--- config.mk ---
export PLATFORM = sky130hd
export DESIGN_NAME = cpu_timer
export DESIGN_NICKNAME = d
export VERILOG_FILES = /design/src/rtl/waffle_timer_pkg.sv /design/src/rtl/timer_prescaler.sv /design/src/rtl/cpu_timer.sv
export SDC_FILE = /design/constraint.sdc
export NUM_CORES = 1
export LEC_CHECK = 0
export CAP_MARGIN = 20
export CELL_PAD_IN_SITES_DETAIL_PLACEMENT = 1
export CELL_PAD_IN_SITES_GLOBAL_PLACEMENT = 2
export CORE_ASPECT_RATIO = 0.75
export CORE_UTILIZATION = 29
export DETAILED_ROUTE_END_ITERATION = 8
export GPL_TIMING_DRIVEN = 0
export HOLD_SLACK_MARGIN = 0.03
export PLACE_DENSITY = 0.84
export SETUP_SLACK_MARGIN = 0.2
export SKIP_CTS_REPAIR_TIMING = 1
export SLEW_MARGIN = 20
export SYNTH_ARGS = -nofsm -noshare
export SYNTH_HDL_FRONTEND = slang
export SYNTH_HIERARCHICAL = 1
export SYNTH_SLANG_ARGS = --single-unit
--- constraint.sdc ---
create_clock -name clk -period 1.9 [get_ports clk]
set_input_delay 0.38 -clock clk [delete_from_list [all_inputs] [get_ports clk]]
set_output_delay 0.38 -clock clk [all_outputs]
set_load 0.05 [all_outputs]
--- src/rtl/waffle_timer_pkg.sv ---
// Shared constants for the WAFFLE CPU timers: ctrl bit positions and
// the memory-mapped register addresses of the two timer instances.
package waffle_timer_pkg;

  localparam int unsigned CTRL_EN      = 0;
  localparam int unsigned CTRL_LOAD    = 1;
  localparam int unsigned CTRL_RELOAD  = 2;
  localparam int unsigned CTRL_IE      = 3;
  localparam int unsigned CTRL_PSC_LSB = 4;
  localparam int unsigned CTRL_PSC_MSB = 6;

  localparam int unsigned T1_CTRL = 990;
  localparam int unsigned T1_SET  = 991;
  localparam int unsigned T1_READ = 992;
  localparam int unsigned T2_CTRL = 993;
  localparam int unsigned T2_SET  = 994;
  localparam int unsigned T2_READ = 995;

endpackage

--- src/rtl/timer_prescaler.sv ---
// Free-running prescaler: emits a tick whenever the low 2*psc bits of the
// counter are all ones, giving a tick period of 2^(2*psc) clocks.
module timer_prescaler #(
  parameter int PSC_LOG2_MAX = 14
) (
  input  logic       clk,
  input  logic       rst_n,
  input  logic       clr,
  input  logic [2:0] psc,
  output logic       tick
);

  logic [PSC_LOG2_MAX-1:0] cnt_q;
  logic [PSC_LOG2_MAX-1:0] cnt_d;
  logic [PSC_LOG2_MAX-1:0] mask;

  // Upper bits are not cleared on a tick, so a PSC change mid-count
  // fires on the first low-bit match rather than restarting the period.
  assign mask  = ~({PSC_LOG2_MAX{1'b1}} << {psc, 1'b0});
  assign tick  = ((cnt_q & mask) == mask);
  assign cnt_d = clr ? '0 : cnt_q + PSC_LOG2_MAX'(1);

  always_ff @(posedge clk or negedge rst_n) begin
    if (!rst_n) begin
      cnt_q <= '0;
    end else begin
      cnt_q <= cnt_d;
    end
  end

endmodule

--- src/rtl/cpu_timer.sv ---
// Memory-mapped 8-bit down-counting timer with level load, optional
// auto-reload and a one-clock expiry interrupt pulse.
module cpu_timer
  import waffle_timer_pkg::*;
#(
  parameter int WIDTH        = 8,
  parameter int PSC_LOG2_MAX = 14
) (
  input  logic             clk,
  input  logic             rst_n,
  input  logic [WIDTH-1:0] ctrl,
  input  logic [WIDTH-1:0] set,
  output logic [WIDTH-1:0] read,
  output logic             irq
);

  logic             en;
  logic             load;
  logic             reload;
  logic             ie;
  logic [2:0]       psc;
  logic             tick;
  logic             expiry;
  logic [WIDTH-1:0] count_q;
  logic [WIDTH-1:0] count_d;
  logic [WIDTH-1:0] read_q;
  logic             irq_q;
  logic             irq_d;
  logic             unused_rsvd;

  assign en          = ctrl[CTRL_EN];
  assign load        = ctrl[CTRL_LOAD];
  assign reload      = ctrl[CTRL_RELOAD];
  assign ie          = ctrl[CTRL_IE];
  assign psc         = ctrl[CTRL_PSC_MSB:CTRL_PSC_LSB];
  assign unused_rsvd = ctrl[WIDTH-1];

  timer_prescaler #(
    .PSC_LOG2_MAX (PSC_LOG2_MAX)
  ) u_prescaler (
    .clk   (clk),
    .rst_n (rst_n),
    .clr   (load | ~en),
    .psc   (psc),
    .tick  (tick)
  );

  // A zero count is a resting state: it neither expires nor reloads.
  always_comb begin
    count_d = count_q;
    expiry  = 1'b0;
    if (load) begin
      count_d = set;
    end else if (en && tick) begin
      if (count_q == WIDTH'(1)) begin
        expiry  = 1'b1;
        count_d = reload ? set : '0;
      end else if (count_q != '0) begin
        count_d = count_q - WIDTH'(1);
      end
    end
    irq_d = expiry & ie;
  end

  always_ff @(posedge clk or negedge rst_n) begin
    if (!rst_n) begin
      count_q <= '0;
      read_q  <= '0;
      irq_q   <= 1'b0;
    end else begin
      count_q <= count_d;
      read_q  <= count_d;
      irq_q   <= irq_d;
    end
  end

  assign read = read_q;
  assign irq  = irq_q;

endmodule

* Yosys cells after proc, flatten, opt, wreduce, memory -nomap -nowiden
Cells that the tools add are included.
** Word-level totals
- Bits of input ports :: 18
- Output and inout port bits :: 9
- Logic and storage cells :: 27
- Flip-flop bits (word level) :: 23
** Operators by class
- Reduce and logical (&&, ||, !) cells :: 5
- Muxes and demuxes :: 9
- Bitwise logic cells :: 5
- Equality and inequality tests :: 2
- Shift-type cells :: 1
- Add/sub/neg operators :: 2
** Operators with widths (number)
- 2-to-1 mux 8 bit :: 5
- adder 14 x 1 -> 14 bit (second input constant) :: 1
- AND 14 bit :: 1
- == test 14 bit :: 1
- 2-to-1 mux 14 bit :: 1
- NOT 14 bit :: 1
- left shift 14 x 4 -> 14 bit (first input constant) :: 1
- == test 8 x 1 -> 1 bit (second input constant) :: 1
- nonzero test 8 bit :: 1
- subtractor 8 x 1 -> 8 bit (second input constant) :: 1
- 2-to-1 mux 1 bit :: 3
- nonzero test 3 bit :: 1
- AND reduction 2 bit :: 1
- nonzero test 2 bit :: 1
- AND 1 bit :: 1
- logical AND 1 bit :: 1
- NOT 1 bit :: 1
- bitwise OR 1 bit :: 1

* Logic depth before layout (Yosys ltp)
- Word-level depth :: 8
- Gate-level depth with buffers :: 8
- Gate-level depth less buffers :: 7

* Hierarchy
The synthesis kept the hierarchy.
** By module, submodules not included
- timer_prescaler :: cells an instance 75, instances 1, sequential area each 350.3 um2, area an instance 742.0 um2
- cpu_timer :: cells an instance 70, instances 1, sequential area each 225.2 um2, area an instance 673.1 um2

* Worst setup path after synthesis
Ideal clock, no wire load.
- Path type :: reg2reg
- Start :: register, netlist name read[1]
- End :: register read_q[0], in the netlist read[0]
- Arrival time :: 1.899 ns
- Period minus slack after synthesis :: 1.979 ns
- Data required time :: 1.820 ns
- Setup time :: 0.080 ns
- Path slack :: -0.079 ns
- Cell stages (with the launch flop) :: 7
- Buffers on the path :: 0
- Path through :: dfrtp_1 inv_1 ha_1 nor4b_1 a21oi_1 nor2_2 mux2i_1
** RTL lines
- to (signal assigned) :: RTL line cpu_timer.sv:72 : read_q <= count_d;
- to (decl) :: RTL line cpu_timer.sv:26 : logic [WIDTH-1:0] read_q;

* Worst setup path in the final report
- Start :: register u_prescaler.cnt_q[0]
- End :: register read_q[4], in the netlist read[4]
** Between the ends
- Longest elaborated chain between the ends :: 5
** Ends and longest elaborated chain
- from (decl) :: RTL line timer_prescaler.sv:13 : logic [PSC_LOG2_MAX-1:0] cnt_q;
- from (signal assigned) :: RTL line timer_prescaler.sv:27 : cnt_q <= cnt_d;
- AND 14 bit :: RTL line timer_prescaler.sv:20 : assign tick = ((cnt_q & mask) == mask);
- == test 14 bit :: RTL line timer_prescaler.sv:20
- named net tick :: RTL line cpu_timer.sv:22 : logic tick;
- logical AND 1 bit :: RTL line cpu_timer.sv:54 : end else if (en && tick) begin
- nonzero test 2 bit (no source line)
- AND reduction 2 bit (no source line)
The timed path passes the listed nets, and every way through them passes these cells.
A chain may end at the register's enable or synchronous reset.

==> results.md <==
* Critical path class: register to register
* Total track usage at 0.169
* Port Buffers at 25
* RR Startpoint: u_prescaler/cnt_q[0]
* F_max at 0.491 GHz
* Post-synth top area share at 0.407
* Synth Area per Inst at 9.76 µm²
* Global route overflow at 0
* Most common cell after layout, fill and taps aside: dfrtp_1
* Core footprint at 4570 µm²
* Largest net degree at the start of global routing at 24
* Final hold vios at 0
* H-tree depth at 1
* RSZ-0062 raised after global routing: yes
* Die height at 62.5 µm
* CP required at 2.03 ns
* Register area share after synthesis at 0.407
* Share of post-route cells with drive strength above 1 at 0.231
* R2R depth at 8
* Post-synth EDFFs at 0
* Worst-path fanout max at 6
* Critical path data arrival time at 2.17 ns
* Worst stage delay on the critical path at 0.43 ns
* Final max-slew violation count at 0
* Detailed Place HPWL at 2.93 mm
* R2r endpoint: read[4]
* Final-stage net count at 205
* Crit start category: register
* CTS sink count at 23
* Status: finished, violations left
* Via density at 5.43
* Diode count at 0
* Initial DRC Count at 99
* Routability cong. at 0.775
* Root Buffer Master: clkbuf_8
* P per Cell Area at 747 nW/µm²
* Rel. slew slack at 0.651
* Total power at 0.00144 W
* Rows at 21
* Post-synth cell types at 48
* DRC viols at 0
* First-pass GRT wire length at 6.57 mm
* Worst-path clk slew at 0.08 ns
* CP Capture Type: register
* Min cycle time layout at 2.04 ns
* Failing checks: negative setup slack
* Skew-Pair Late Insertion Delay at 0.27 ns
* Clock skew at 0.00385 ns
* Detailed Routing Iterations Pass 1 at 4
* Vias at 1298
* Synth warn at 6
* CTS Buffer Depth at 2
* Initial antenna violation count at 0
* Routed Antenna Nets at 0
* Fin crit share at 1.07
* Full die area at 5170 µm²
* Area leader, netlist: dfrtp_1
* Worst Tran Pin Value at 0.524 ns
* Leak at 0.835 nW
* Most frequent cells in the layout: 18 x dfrtp_1, 15 x clkdlybuf4s50_1, 12 x a21oi_1
* Fin worst setup slack at -0.138 ns
* Num ports at 27
* WL/cell at 16.5 µm
* Width of the die at 82.7 µm
* Peak supply drop at 0.000459 V
* R2R setup slack at -0.14 ns
* Fin area at 1930 µm²
* Async set-or-reset flop fraction in the synthesized netlist at 1.00
* Synth-to-Final Area Change at 36.3%
* #FFs+latches synth at 23
* Total CTS buffers at 3
* Initial Util at 0.310
* DP Area at 1780 µm²
* Max Cap Violations at 0
* CTS tree: built
* Syn_nets at 167
* Setup violators final at 8
* Slowest CP cell: dfrtp_1
* Top FF cell, synth: dfrtp_1
* Synthesized netlist cell count at 145
* Vias in the first global route at 1311
* Hold Path Class: input pin to async pin
* Post-Syn Area at 1420 µm²
* Routed wire length at 3.94 mm
* Crit-path cells: nand4_1 > buf_6 > a311oi_2 > o311a_1 > nand2_2 > a21oi_4 > a21boi_2 > o32ai_1
* Synth top area cells: dfrtp_1 41%, a21oi_1 4.6%, ha_1 3.5%
## cells by family (layout without fill, tap and decap cells)
group                      after synthesis  in the layout  synth area share
adders and majority gates                4              4            0.0354
and+or+nand+nor                         53             53             0.249
AOI/OAI and AO/OA                       46             46             0.222
muxes                                    3              3            0.0221
DFF                                     23             23             0.407
buffers and inverters                   13             50            0.0460
xor gates and xnor gates                 3              3            0.0186
## worst max-delay path: cells and delay by family (launching register included)
kind,cells,cell delay [ns]
DFF,1,0.43
buffers and inverters,1,0.20
AOI/OAI and AO/OA,5,0.95
and+or+nand+nor,2,0.32
## sequential cells by signal, summed over array words and instances (netlist names)
signal             flops
irq                    1
read                   8
u_prescaler/cnt_q     14
## metrics by stage
stage                     TNS [ns]  utilization  std cells  hold slack, ns  setup WS, ns
after global placement       -3.61        0.389        227           0.493        -0.284
after CTS                    -1.93        0.398        231           0.528        -0.204
after detailed placement     -3.76        0.389        227           0.517        -0.276
final                       -0.704        0.422        239          0.0823        -0.138
after floorplan                  0            -        145          0.0844         0.146
after global routing         -1.46        0.422        239           0.109        -0.239
## where the power goes
group	total (W)	internal (W)	switching (W)
combinational	0.000541	0.000220	0.000321
clock	0.000304	0.000150	0.000154
sequential	0.000595	0.000529	0.0000658
total	0.00144	0.000899	0.000541
## final cells by class
cell class                      instances  area [µm²]
Sequential cell                        23         582
Fill cell                             541        2640
Buffer                                  5        42.5
Clock buffer                            4        45.0
Tap cell                               57        71.3
Multi-Input combinational cell        109         832
Inverter                                8        30.0
Timing Repair Buffer                   33         325
## synthesized netlist by cell type (2+ instances only)
cell        n
dfrtp_1    23
a21oi_1    13
nor2_1      9
inv_1       8
nand2_1     7
o21ai_0     6
o2bb2ai_1   5
or3_1       5
a22oi_1     4
ha_1        4
nand3_1     4
nand4_1     4
o31ai_1     4
or4_1       4
a21boi_0    3
nor2b_1     3
nor4_1      3
buf_6       2
mux2i_1     2
nor3_1      2
o22ai_1     2
xnor2_1     2
## per-layer routing
| layer | vias to the layer above | part of all wire | global-route usage |
|---|---|---|---|
| met1 | 643 | 0.51 | 0.247 |
| met4 | 0 | 0.016 | 0.0647 |
| met3 | 5 | 0.020 | 0.0307 |
| met2 | 13 | 0.45 | 0.243 |
| met5 | - | 0 | 0 |
| li1 | 637 | - | - |
## worst max path at each step
stage | from | to | slack, ns | cells past startpoint
2_1_floorplan | read[1] | read[4] | 0.15 | 6
3_3_place_gp | ctrl[5] | read[4] | -0.28 | 8
3_5_place_dp | ctrl[5] | read[4] | -0.28 | 8
4_1_cts | u_prescaler/cnt_q[2] | read[4] | -0.20 | 8
5_1_grt | u_prescaler/cnt_q[0] | read[4] | -0.24 | 8
6_report | u_prescaler/cnt_q[0] | read[4] | -0.14 | 8
No activity file was read; power rests on OpenSTA's default activity.
